**config.mk**
```make
export PLATFORM = sky130hd
export DESIGN_NAME = mips_cpu_harvard_bus_bridge
export DESIGN_NICKNAME = d
export VERILOG_FILES = /design/src/rtl/mips_cpu_harvard_bus_bridge.sv
export SDC_FILE = /design/constraint.sdc
export NUM_CORES = 1
export LEC_CHECK = 0
export BUFFER_PORTS_ARGS = -buffer_cell sky130_fd_sc_hd__buf_2
export CELL_PAD_IN_SITES_DETAIL_PLACEMENT = 1
export CELL_PAD_IN_SITES_GLOBAL_PLACEMENT = 1
export CORE_ASPECT_RATIO = 0.5
export CORE_MARGIN = 4
export CORE_UTILIZATION = 36
export CTS_CLUSTER_DIAMETER = 50
export DETAILED_ROUTE_END_ITERATION = 12
export PLACE_DENSITY = 0.93
export SYNTH_ARGS = -nofsm -noshare
export SYNTH_HDL_FRONTEND = slang
export SYNTH_SLANG_ARGS = --single-unit
```
**constraint.sdc**
```tcl
create_clock -name clk -period 4.58 [get_ports clk]
set_input_delay 0.916 -clock clk [delete_from_list [all_inputs] [get_ports clk]]
set_output_delay 0.916 -clock clk [all_outputs]
set_load 0.01 [all_outputs]
```
**src/rtl/mips_cpu_harvard_bus_bridge.sv**
```systemverilog
// Bridge between the Harvard MIPS core and a single waitrequest-style memory bus.
// The core is held with clk_enable low while its fetch and optional data access
// are serialised onto the bus, then released for exactly one enabled cycle.
module mips_cpu_harvard_bus_bridge #(
    parameter int WAIT_LIMIT = 1024
) (
    input  logic        clk,
    input  logic        reset,
    input  logic        cpu_active,
    output logic        cpu_clk_enable,
    input  logic [31:0] instr_address,
    output logic [31:0] instr_readdata,
    input  logic [31:0] data_address,
    input  logic        data_read,
    input  logic        data_write,
    input  logic [31:0] data_writedata,
    output logic [31:0] data_readdata,
    output logic [31:0] bus_address,
    output logic        bus_read,
    output logic        bus_write,
    output logic [3:0]  bus_byteenable,
    output logic [31:0] bus_writedata,
    input  logic        bus_waitrequest,
    input  logic [31:0] bus_readdata,
    output logic        bus_error,
    output logic [31:0] instr_count
);

    localparam logic [2:0] S_IDLE   = 3'd0;
    localparam logic [2:0] S_FETCH  = 3'd1;
    localparam logic [2:0] S_SETTLE = 3'd2;
    localparam logic [2:0] S_DREAD  = 3'd3;
    localparam logic [2:0] S_DWRITE = 3'd4;
    localparam logic [2:0] S_STEP   = 3'd5;
    localparam logic [2:0] S_HALT   = 3'd6;
    localparam logic [2:0] S_ERROR  = 3'd7;

    // Last stalled cycle a transfer may see before it is declared hung.
    localparam logic [31:0] LIMIT_M1 = (WAIT_LIMIT > 0) ? 32'(WAIT_LIMIT - 1) : 32'd0;

    logic [2:0]  state;
    logic [2:0]  state_next;
    logic [31:0] wait_cnt;
    logic [31:0] wdata_q;
    logic        in_xfer;
    logic        timeout;

    assign in_xfer = (state == S_FETCH) || (state == S_DREAD) || (state == S_DWRITE);
    assign timeout = (WAIT_LIMIT != 0) && in_xfer && bus_waitrequest && (wait_cnt == LIMIT_M1);

    // Bus and core-facing outputs decode straight from state; the core keeps its
    // address/data inputs frozen while stalled, so they are stable under waitrequest.
    assign bus_read       = (state == S_FETCH) || (state == S_DREAD);
    assign bus_write      = (state == S_DWRITE);
    assign bus_byteenable = in_xfer ? 4'b1111 : 4'b0000;
    assign bus_writedata  = (state == S_DWRITE) ? wdata_q : 32'd0;
    assign cpu_clk_enable = (state == S_STEP);
    assign bus_error      = (state == S_ERROR);

    // Address mux: fetch uses the instruction port, data phases the data port.
    always_comb begin
        bus_address = 32'd0;
        if (state == S_FETCH)
            bus_address = instr_address;
        else if ((state == S_DREAD) || (state == S_DWRITE))
            bus_address = data_address;
    end

    // Next-state logic for the per-instruction sequence.
    always_comb begin
        state_next = state;
        case (state)
            S_IDLE:   state_next = cpu_active ? S_FETCH : S_HALT;
            S_FETCH: begin
                if (timeout)               state_next = S_ERROR;
                else if (!bus_waitrequest) state_next = S_SETTLE;
            end
            S_SETTLE: begin
                case ({data_read, data_write})
                    2'b10:   state_next = S_DREAD;
                    2'b01:   state_next = S_DWRITE;
                    2'b00:   state_next = S_STEP;
                    default: state_next = S_ERROR;
                endcase
            end
            S_DREAD, S_DWRITE: begin
                if (timeout)               state_next = S_ERROR;
                else if (!bus_waitrequest) state_next = S_STEP;
            end
            S_STEP:   state_next = S_IDLE;
            S_HALT:   state_next = S_HALT;
            default:  state_next = S_ERROR;
        endcase
    end

    // State, wait counter and latched data; reset abandons any transfer.
    always_ff @(posedge clk) begin
        if (!reset) begin
            state          <= S_IDLE;
            wait_cnt       <= 32'd0;
            wdata_q        <= 32'd0;
            instr_readdata <= 32'd0;
            data_readdata  <= 32'd0;
            instr_count    <= 32'd0;
        end else begin
            state <= state_next;
            if (in_xfer && bus_waitrequest)
                wait_cnt <= wait_cnt + 32'd1;
            else
                wait_cnt <= 32'd0;
            if ((state == S_FETCH) && !bus_waitrequest)
                instr_readdata <= bus_readdata;
            if ((state == S_DREAD) && !bus_waitrequest)
                data_readdata <= bus_readdata;
            if ((state == S_SETTLE) && data_write && !data_read)
                wdata_q <= data_writedata;
            if (state == S_STEP)
                instr_count <= instr_count + 32'd1;
        end
    end

endmodule

```
==> key figures, run 1 <==
Run status
  – Run status: finished clean

Worst setup path
  – Buffers & Inverters on Critical Path: 1
  – Max stage delay on crit path: approximately 0.95 ns
  – Setup CP Type: reg2out
  – CP Data Required Time: 3.66 ns
  – Critical Path AT: 2.64 ns
  – Worst r2r path cells: 5
  – Max Fanout on Critical Path: 33
  – Slowest library cell on the worst path: sky130_fd_sc_hd__nor2_2
  – Number of logic stages on the critical path including buffering: 4
  – Nature of the critical path startpoint: flip-flop
  – Endpoint kind of the worst setup timing path: output port
  – Delay-heaviest family, CP: simple AND/OR/NAND/NOR gates
  – Ordered cell list for the critical path: nand2b_1, nor2_2, a22o_1, buf_2

Global route
  – Total routing usage reported by global routing: between 20% and 30%
  – Wire length of the first global-routing pass: between 40000 and 50000 um
  – Number of global-route vias before repair: 7510
  – Congestion Overflow GR: 0
  – Maximum number of pins on one net before global-route repair: between 100 and 150
  – Antenna violations before repair: 3

Logic synthesis
  – Average cell area after synthesis: 7.991 um^2
  – Post-synthesis cell area: 6928 um^2
  – Post-synthesis register bit count: 163
  – Most used DFF post-synth: sky130_fd_sc_hd__dfxtp_1
  – Post-synth EDFFs: 0
  – Yosys warnings: 0
  – Area share of the largest cell type after synthesis: 47.10%
  – Sequential share of the synthesized area: 47.10%
  – Share of synthesized flip-flops with an asynchronous set or reset: 0%
  – Gate Count Post-Synth: just under 900
  – Count of cell types in the netlist: 38
  – Cell type with the highest aggregate area in the netlist: sky130_fd_sc_hd__dfxtp_1
  – Top cells by area in the synthesized netlist: sky130_fd_sc_hd__dfxtp_1 47%, sky130_fd_sc_hd__nand2_1 12%, sky130_fd_sc_hd__a21oi_1 7.4%, sky130_fd_sc_hd__xor2_1 4.3%, sky130_fd_sc_hd__a22o_1 4.0%
  – Post-synth net total: ~1000

STA
  – Crit path time final: ~3.6 ns
  – Slew at the pin closest to its max-slew limit: 1.207 ns
  – Accumulated negative setup slack: 0 ns
  – Final period util: between 70% and 80%
  – Setup repair after global routing missed its margin: no
  – Endpoints failing hold: 0
  – Total count of max-transition violations in the final report: 0
  – Highest attainable clock frequency: 0.2815 GHz
  – Setup violators final: 0
  – Clock Skew: around 0.013 ns
  – Headroom to the max-slew limit: 19.29%

Clocking
  – Clock insertion delay at the later pin of the skew report: 0.42 ns
  – Maximum count of clock buffers along a single path: 2
  – Number of levels in the clock H-tree: 4
  – CTS tree: yes
  – Post-CTS Hold Fix Bufs: 0
  – CTS sink count: 163
  – Number of cells upsized or downsized after cts: 0
  – Number of setup buffers added after CTS: 0
  – TritonCTS buffer count: 17
  – Clock transition time at the flip-flop clock pins of the worst setup and hold paths: 0.06 ns
  – Master cell of the clock root buffer: sky130_fd_sc_hd__clkbuf_16

Detailed routing
  – Detailed router's first-iteration violation count: ~450
  – DRC violation count after routing: 0
  – Drt total wl: 25920 um
  – Via count normalized by instance count: 5.090
  – Pre-Repair DR Iteration Count: 4
  – Vias: 7172
  – Wire length per cell after detailed routing: 18.39 um
  – Post-DRT Antenna Nets: 0

Final layout
  – Area taken by multi-input logic gates: 3410 um^2
  – Area of all placed cells without fillers: 9205 um^2
  – Share of cells above drive strength 1: 30.60%
  – Number of nets in the layout: 1270
  – Final non-filler cell total: 1409
  – Seq. cell area: 3263 um^2
  – Fillers: approximately 2300
  – P&R area growth vs syn: 32.87%

Hold path
  – Hold/Removal Path Class: reg2reg
  – Hold path cells: 2

Job
  – Reported max-cap violation count: 0

Floorplan
  – Die span in y: 106.1 um
  – Core Area: 18660 um^2
  – Number of cell rows: 35
  – Area of the die: 21660 um^2
  – Initial Utilization: 37.14%
  – X dimension of the die: 204.2 um
  – Num ports: 302

Power and ir drop
  – Static leakage: 4.016 nW
  – Total power density per cell area: 431.8 nW/um^2
  – Power after layout: 3.975 mW
  – IR Drop Worst-Case VDD: around 0.20 mV

Place
  – Port Buf Inserts: around 300
  – Post-detailed-placement half-perimeter wirelength: around 19000 um
  – Weighted congestion reported at the end of routability-driven placement: 0.8363
  – Inst Count DP: 1374
  – Placed inst area: 8611 um^2
worst min-delay path: cells and delay by family, from the launching register on:
| family | cells | cell delay (ns) |
|---|---|---|
| and+or+nand+nor | 1 | 0.05 |
| DFF | 1 | 0.30 |
| AOI/OAI and AO/OA | 1 | 0.05 |
power breakdown:
| group | switching [mW] | internal (mW) |
|---|---|---|
| Combinational | 0.595 | 0.386 |
| Clock | 0.618 | 0.803 |
| Sequential | 0.0767 | 1.50 |
| Total | 1.29 | 2.69 |
worst paths after layout:
kind	from	to	slack (ns)
setup / recovery	state[0]$_SDFFE_PN0P_	bus_address[26]	1.03
hold reg to reg	wdata_q[5]$_SDFFE_PN0P_	wdata_q[5]$_SDFFE_PN0P_	0.45
setup reg to reg	state[2]$_SDFFE_PN0P_	wait_cnt[30]$_SDFF_PN0_	1.83
hold / removal	wdata_q[5]$_SDFFE_PN0P_	wdata_q[5]$_SDFFE_PN0P_	0.45
metal layers:
layer  up-vias  GRT usage (%)  routed length, um
met5         -              0                  0
met4         0          8.887                768
met3        36          4.023                866
met2       183          42.35              13410
met1      3497          27.49              10880
li1       3456              -                  -
registers in the layout, summed over array words and instances (netlist names):
| register | cells |
|---|---|
| instr_count | 32 |
| wdata_q | 32 |
| wait_cnt | 32 |
| instr_readdata | 32 |
| state | 3 |
| data_readdata | 32 |
Yosys cell counts (15+ instances only):
cell type,instances
sky130_fd_sc_hd__dfxtp_1,163
sky130_fd_sc_hd__xor2_1,34
sky130_fd_sc_hd__and2_1,33
sky130_fd_sc_hd__nand4_1,20
sky130_fd_sc_hd__and4_1,15
sky130_fd_sc_hd__nor2_1,66
sky130_fd_sc_hd__a22o_1,32
sky130_fd_sc_hd__nand2_1,219
sky130_fd_sc_hd__a21oi_1,102
sky130_fd_sc_hd__clkbuf_1,54
sky130_fd_sc_hd__xnor2_1,21
sky130_fd_sc_hd__nand3_1,26
logic make-up (layout without fill, tap and decap cells):
group | after synthesis | count (layout) | synth area share, %
compound gates | 150 | 150 | 13.02
flops | 163 | 163 | 47.10
simple gates | 426 | 426 | 28.35
mux | 1 | 1 | 0.1445
other cells | 0 | 3 | 0
buf+inv | 70 | 350 | 4.063
xor+xnor | 55 | 55 | 6.953
fa+ha+maj | 2 | 2 | 0.3611
layout make-up:
type                       instances  area share, %
antenna                            3        0.08155
multi-input combinational        634          37.04
clock inverter                    12          1.305
tap                              259          3.520
sequential                       163          35.45
timing repair buffer             309          17.15
clock buffer                      20          5.070
inverter                           9         0.3806
cell usage in the layout, fill, tap and decap left out, types with 3 or more instances in the layout:
master	n
sky130_fd_sc_hd__xor2_1	34
sky130_fd_sc_hd__diode_2	3
sky130_fd_sc_hd__nand3_1	26
sky130_fd_sc_hd__and2_1	33
sky130_fd_sc_hd__a22o_1	32
sky130_fd_sc_hd__o21ai_0	7
sky130_fd_sc_hd__nor4_1	9
sky130_fd_sc_hd__xnor2_1	21
sky130_fd_sc_hd__clkbuf_16	17
sky130_fd_sc_hd__clkinv_4	4
sky130_fd_sc_hd__inv_1	8
sky130_fd_sc_hd__nand4_1	20
sky130_fd_sc_hd__and4_1	15
sky130_fd_sc_hd__inv_6	4
sky130_fd_sc_hd__nor3_1	7
sky130_fd_sc_hd__a21oi_1	102
sky130_fd_sc_hd__nand2_1	219
sky130_fd_sc_hd__buf_2	301
sky130_fd_sc_hd__clkbuf_8	3
sky130_fd_sc_hd__nor2_1	65
sky130_fd_sc_hd__buf_4	7
sky130_fd_sc_hd__or3_1	6
sky130_fd_sc_hd__and3_1	10
sky130_fd_sc_hd__dfxtp_1	163
through the flow:
stage          setup slack, ns  hold WS (ns)  utilization [%]
5_1_grt                 0.7962        0.4752            49.34
3_5_place_dp             1.469        0.4423            46.16
2_1_floorplan            2.026        0.4305                -
4_1_cts                  1.029        0.4510            49.30
3_3_place_gp             1.703        0.4370            46.16
6_report                 1.027        0.4510            49.34
(Power assumes the default switching activity.)
==> inputs of run 2 (changes only) <==
Settings changed: CORE_UTILIZATION 36 to 30, PLACE_DENSITY 0.93 to 0.84.
Clock period 4.58 ns to 3.11 ns, I/O delays scaled along.
==> run 2 against run 1 <==
Compared with the run above: combinational power increased by 51%; final cell count up 3.0%; highest routed layer unchanged; power rose by 51%; wire length shrank 0.41%; worst hold slack worse by 0.022 ns; global-route usage shrank 3.8 points; register-to-register slack got worse by 1.1 ns; sequential power rose by 48%; core utilization down 7.3 points; clock skew shrank 0.0024 ns; clock-buffer cell count is 1 higher.
==> key figures, run 2 (synthesized netlist as in run 1, its figures left out) <==
STA
  – Endpoints failing hold: 0 (unchanged)
  – Slew at the pin closest to its max-slew limit: 1.179 ns (was 1.207 ns)
  – Headroom to the max-slew limit: 21.41% (was 19.29%)
  – Setup repair after global routing missed its margin: no (unchanged)
  – Clock Skew: 0.01027 ns (was 0.01265 ns)
  – Total count of max-transition violations in the final report: 0 (unchanged)
  – Setup violators final: 0 (unchanged)
  – Worst hold slack across all endpoints: 0.4287 ns (was 0.4510 ns)
  – Crit path time final: 2.750 ns
  – Accumulated negative setup slack: 0 ns (unchanged)
  – Highest attainable clock frequency: 0.3636 GHz
  – Final period util: 88.43%

Clocking
  – Number of levels in the clock H-tree: 4 (unchanged)
  – Number of cells upsized or downsized after cts: 0 (unchanged)
  – Clock transition time at the flip-flop clock pins of the worst setup and hold paths: 0.07 ns (was 0.06 ns)
  – Number of setup buffers added after CTS: 0 (unchanged)
  – Post-CTS Hold Fix Bufs: 0 (unchanged)
  – Master cell of the clock root buffer: sky130_fd_sc_hd__clkbuf_16 (unchanged)
  – CTS sink count: 163 (unchanged)
  – Maximum count of clock buffers along a single path: 2 (unchanged)
  – Clock insertion delay at the later pin of the skew report: 0.43 ns (was 0.42 ns)
  – CTS tree: yes (unchanged)
  – TritonCTS buffer count: 17 (unchanged)

Floorplan
  – X dimension of the die: 222.9 um (was 204.2 um)
  – Number of cell rows: 38 (was 35)
  – Die span in y: 115.5 um (was 106.1 um)
  – Core Area: 22160 um^2 (was 18660 um^2)
  – Num ports: 302 (unchanged)
  – Area of the die: 25740 um^2 (was 21660 um^2)
  – Initial Utilization: 31.27% (was 37.14%)

Final layout
  – Most common library cell in the layout ignoring fill and taps: sky130_fd_sc_hd__buf_2 (unchanged)
  – Seq. cell area: 3263 um^2 (unchanged)
  – Most frequent cells in the layout: 301 x sky130_fd_sc_hd__buf_2, 219 x sky130_fd_sc_hd__nand2_1, 163 x sky130_fd_sc_hd__dfxtp_1, 102 x sky130_fd_sc_hd__a21oi_1, 65 x sky130_fd_sc_hd__nor2_1 (unchanged)
  – Area of all placed cells without fillers: 9305 um^2 (was 9205 um^2)
  – Fillers: 2751 (was 2340)
  – Total inserted antenna cells: 0 (was 3)
  – Share of cells above drive strength 1: 30.67% (was 30.60%)
  – Number of nets in the layout: 1274 (was 1270)
  – P&R area growth vs syn: 34.31% (was 32.87%)
  – Layout Utilization: 42.00% (was 49.34%)
  – Area taken by multi-input logic gates: 3410 um^2 (unchanged)

Power and ir drop
  – Total power density per cell area: 643.7 nW/um^2 (was 431.8 nW/um^2)
  – Static leakage: 4.039 nW (was 4.016 nW)
  – IR Drop Worst-Case VDD: 0.2923 mV (was 0.1959 mV)
  – Power after layout: 5.990 mW (was 3.975 mW)

Worst setup path
  – CP Data Required Time: 2.49 ns (was 3.66 ns)
  – Nature of the critical path startpoint: flip-flop (unchanged)
  – Setup CP Type: reg2out (unchanged)
  – CP startpoint: state[2]$_SDFFE_PN0P_ (was state[0]$_SDFFE_PN0P_)
  – Critical Path AT: 2.13 ns (was 2.64 ns)
  – Max Fanout on Critical Path: 32 (was 33)
  – Startpoint of the worst-slack reg-to-reg timing path: state[2]$_SDFFE_PN0P_ (unchanged)
  – Endpoint kind of the worst setup timing path: output port (unchanged)

Job
  – Reported max-cap violation count: 0 (unchanged)

Detailed routing
  – Wire length per cell after detailed routing: 17.79 um (was 18.39 um)
  – Pre-Repair DR Iteration Count: 4 (unchanged)
  – Via count normalized by instance count: 4.954 (was 5.090)
  – Detailed router's first-iteration violation count: 414 (was 454)
  – DRC violation count after routing: 0 (unchanged)
  – Vias: 7188 (was 7172)
  – Drt total wl: 25810 um (was 25920 um)
  – Post-DRT Antenna Nets: 0 (unchanged)

Place
  – Placed inst area: 8693 um^2 (was 8611 um^2)
  – Port Buf Inserts: 301 (unchanged)
  – Post-detailed-placement half-perimeter wirelength: 19200 um (was 19220 um)
  – Weighted congestion reported at the end of routability-driven placement: 0.8618 (was 0.8363)

Global route
  – Wire length of the first global-routing pass: 40500 um (was 40410 um)
  – Total routing usage reported by global routing: 19.52% (was 23.27%)
  – Antenna violations before repair: 0 (was 3)
  – Number of global-route vias before repair: 7686 (was 7510)
  – Maximum number of pins on one net before global-route repair: 57 (was 119)
  – Congestion Overflow GR: 0 (unchanged)

Hold path
  – Hold wc startpoint: data_writedata[8] (was wdata_q[5]$_SDFFE_PN0P_)
  – Hold/Removal Path Class: in2reg (was reg2reg)

Run status
  – Run status: finished clean (unchanged)
## run 2: where the power goes
part / internal (mW) / switching, mW / total, mW / leakage [nW]
registers: 2.20 / 0.111 / 2.32 / 1.32
logic: 0.583 / 0.893 / 1.48 / 2.44
clock network: 1.31 / 0.887 / 2.20 / 0.286
total: 4.10 / 1.89 / 5.99 / 4.04
## run 2: per-layer routing
metal | vias to the layer above | wire length, um | global-route usage (%)
met5 | - | 0 | 0
li1 | 3456 | - | -
met4 | 0 | 476 | 6.278
met2 | 178 | 13390 | 36.09
met3 | 34 | 902 | 3.594
met1 | 3520 | 11040 | 23.33
## run 2: final timing paths
check / to / slack [ns] / cells after the start
worst min register to register: wdata_q[8]$_SDFFE_PN0P_ / 0.45 / 2
worst max register to register: instr_count[31]$_SDFFE_PN0P_ / 0.76 / 5
worst max-delay path: bus_address[21] / 0.36 / 5
worst min-delay path: wdata_q[8]$_SDFFE_PN0P_ / 0.43 / 3
## run 2: worst max-delay path, cell delays in order (launching register included)
cell	delay, ns
sky130_fd_sc_hd__dfxtp_1	0.58
sky130_fd_sc_hd__nor3b_2	0.28
sky130_fd_sc_hd__o21bai_2	0.15
sky130_fd_sc_hd__buf_4	0.32
sky130_fd_sc_hd__a22o_1	0.20
sky130_fd_sc_hd__buf_2	0.14
## run 2: layout make-up
class,count,share of cell area (%)
Clock buffer,21,4.948
Clock inverter,11,1.627
Inverter,9,0.3899
Multi-Input combinational cell,634,36.64
Sequential cell,163,35.07
Tap cell,300,4.034
Timing Repair Buffer,313,17.29
## run 2: stage by stage
step | setup slack, ns | instances
after CTS | 0.3313 | 1451
after global routing | 0.1690 | 1451
after global placement | 0.9183 | 1419
final | 0.3598 | 1451
after floorplan | 0.8501 | 867
after detailed placement | 0.8200 | 1419
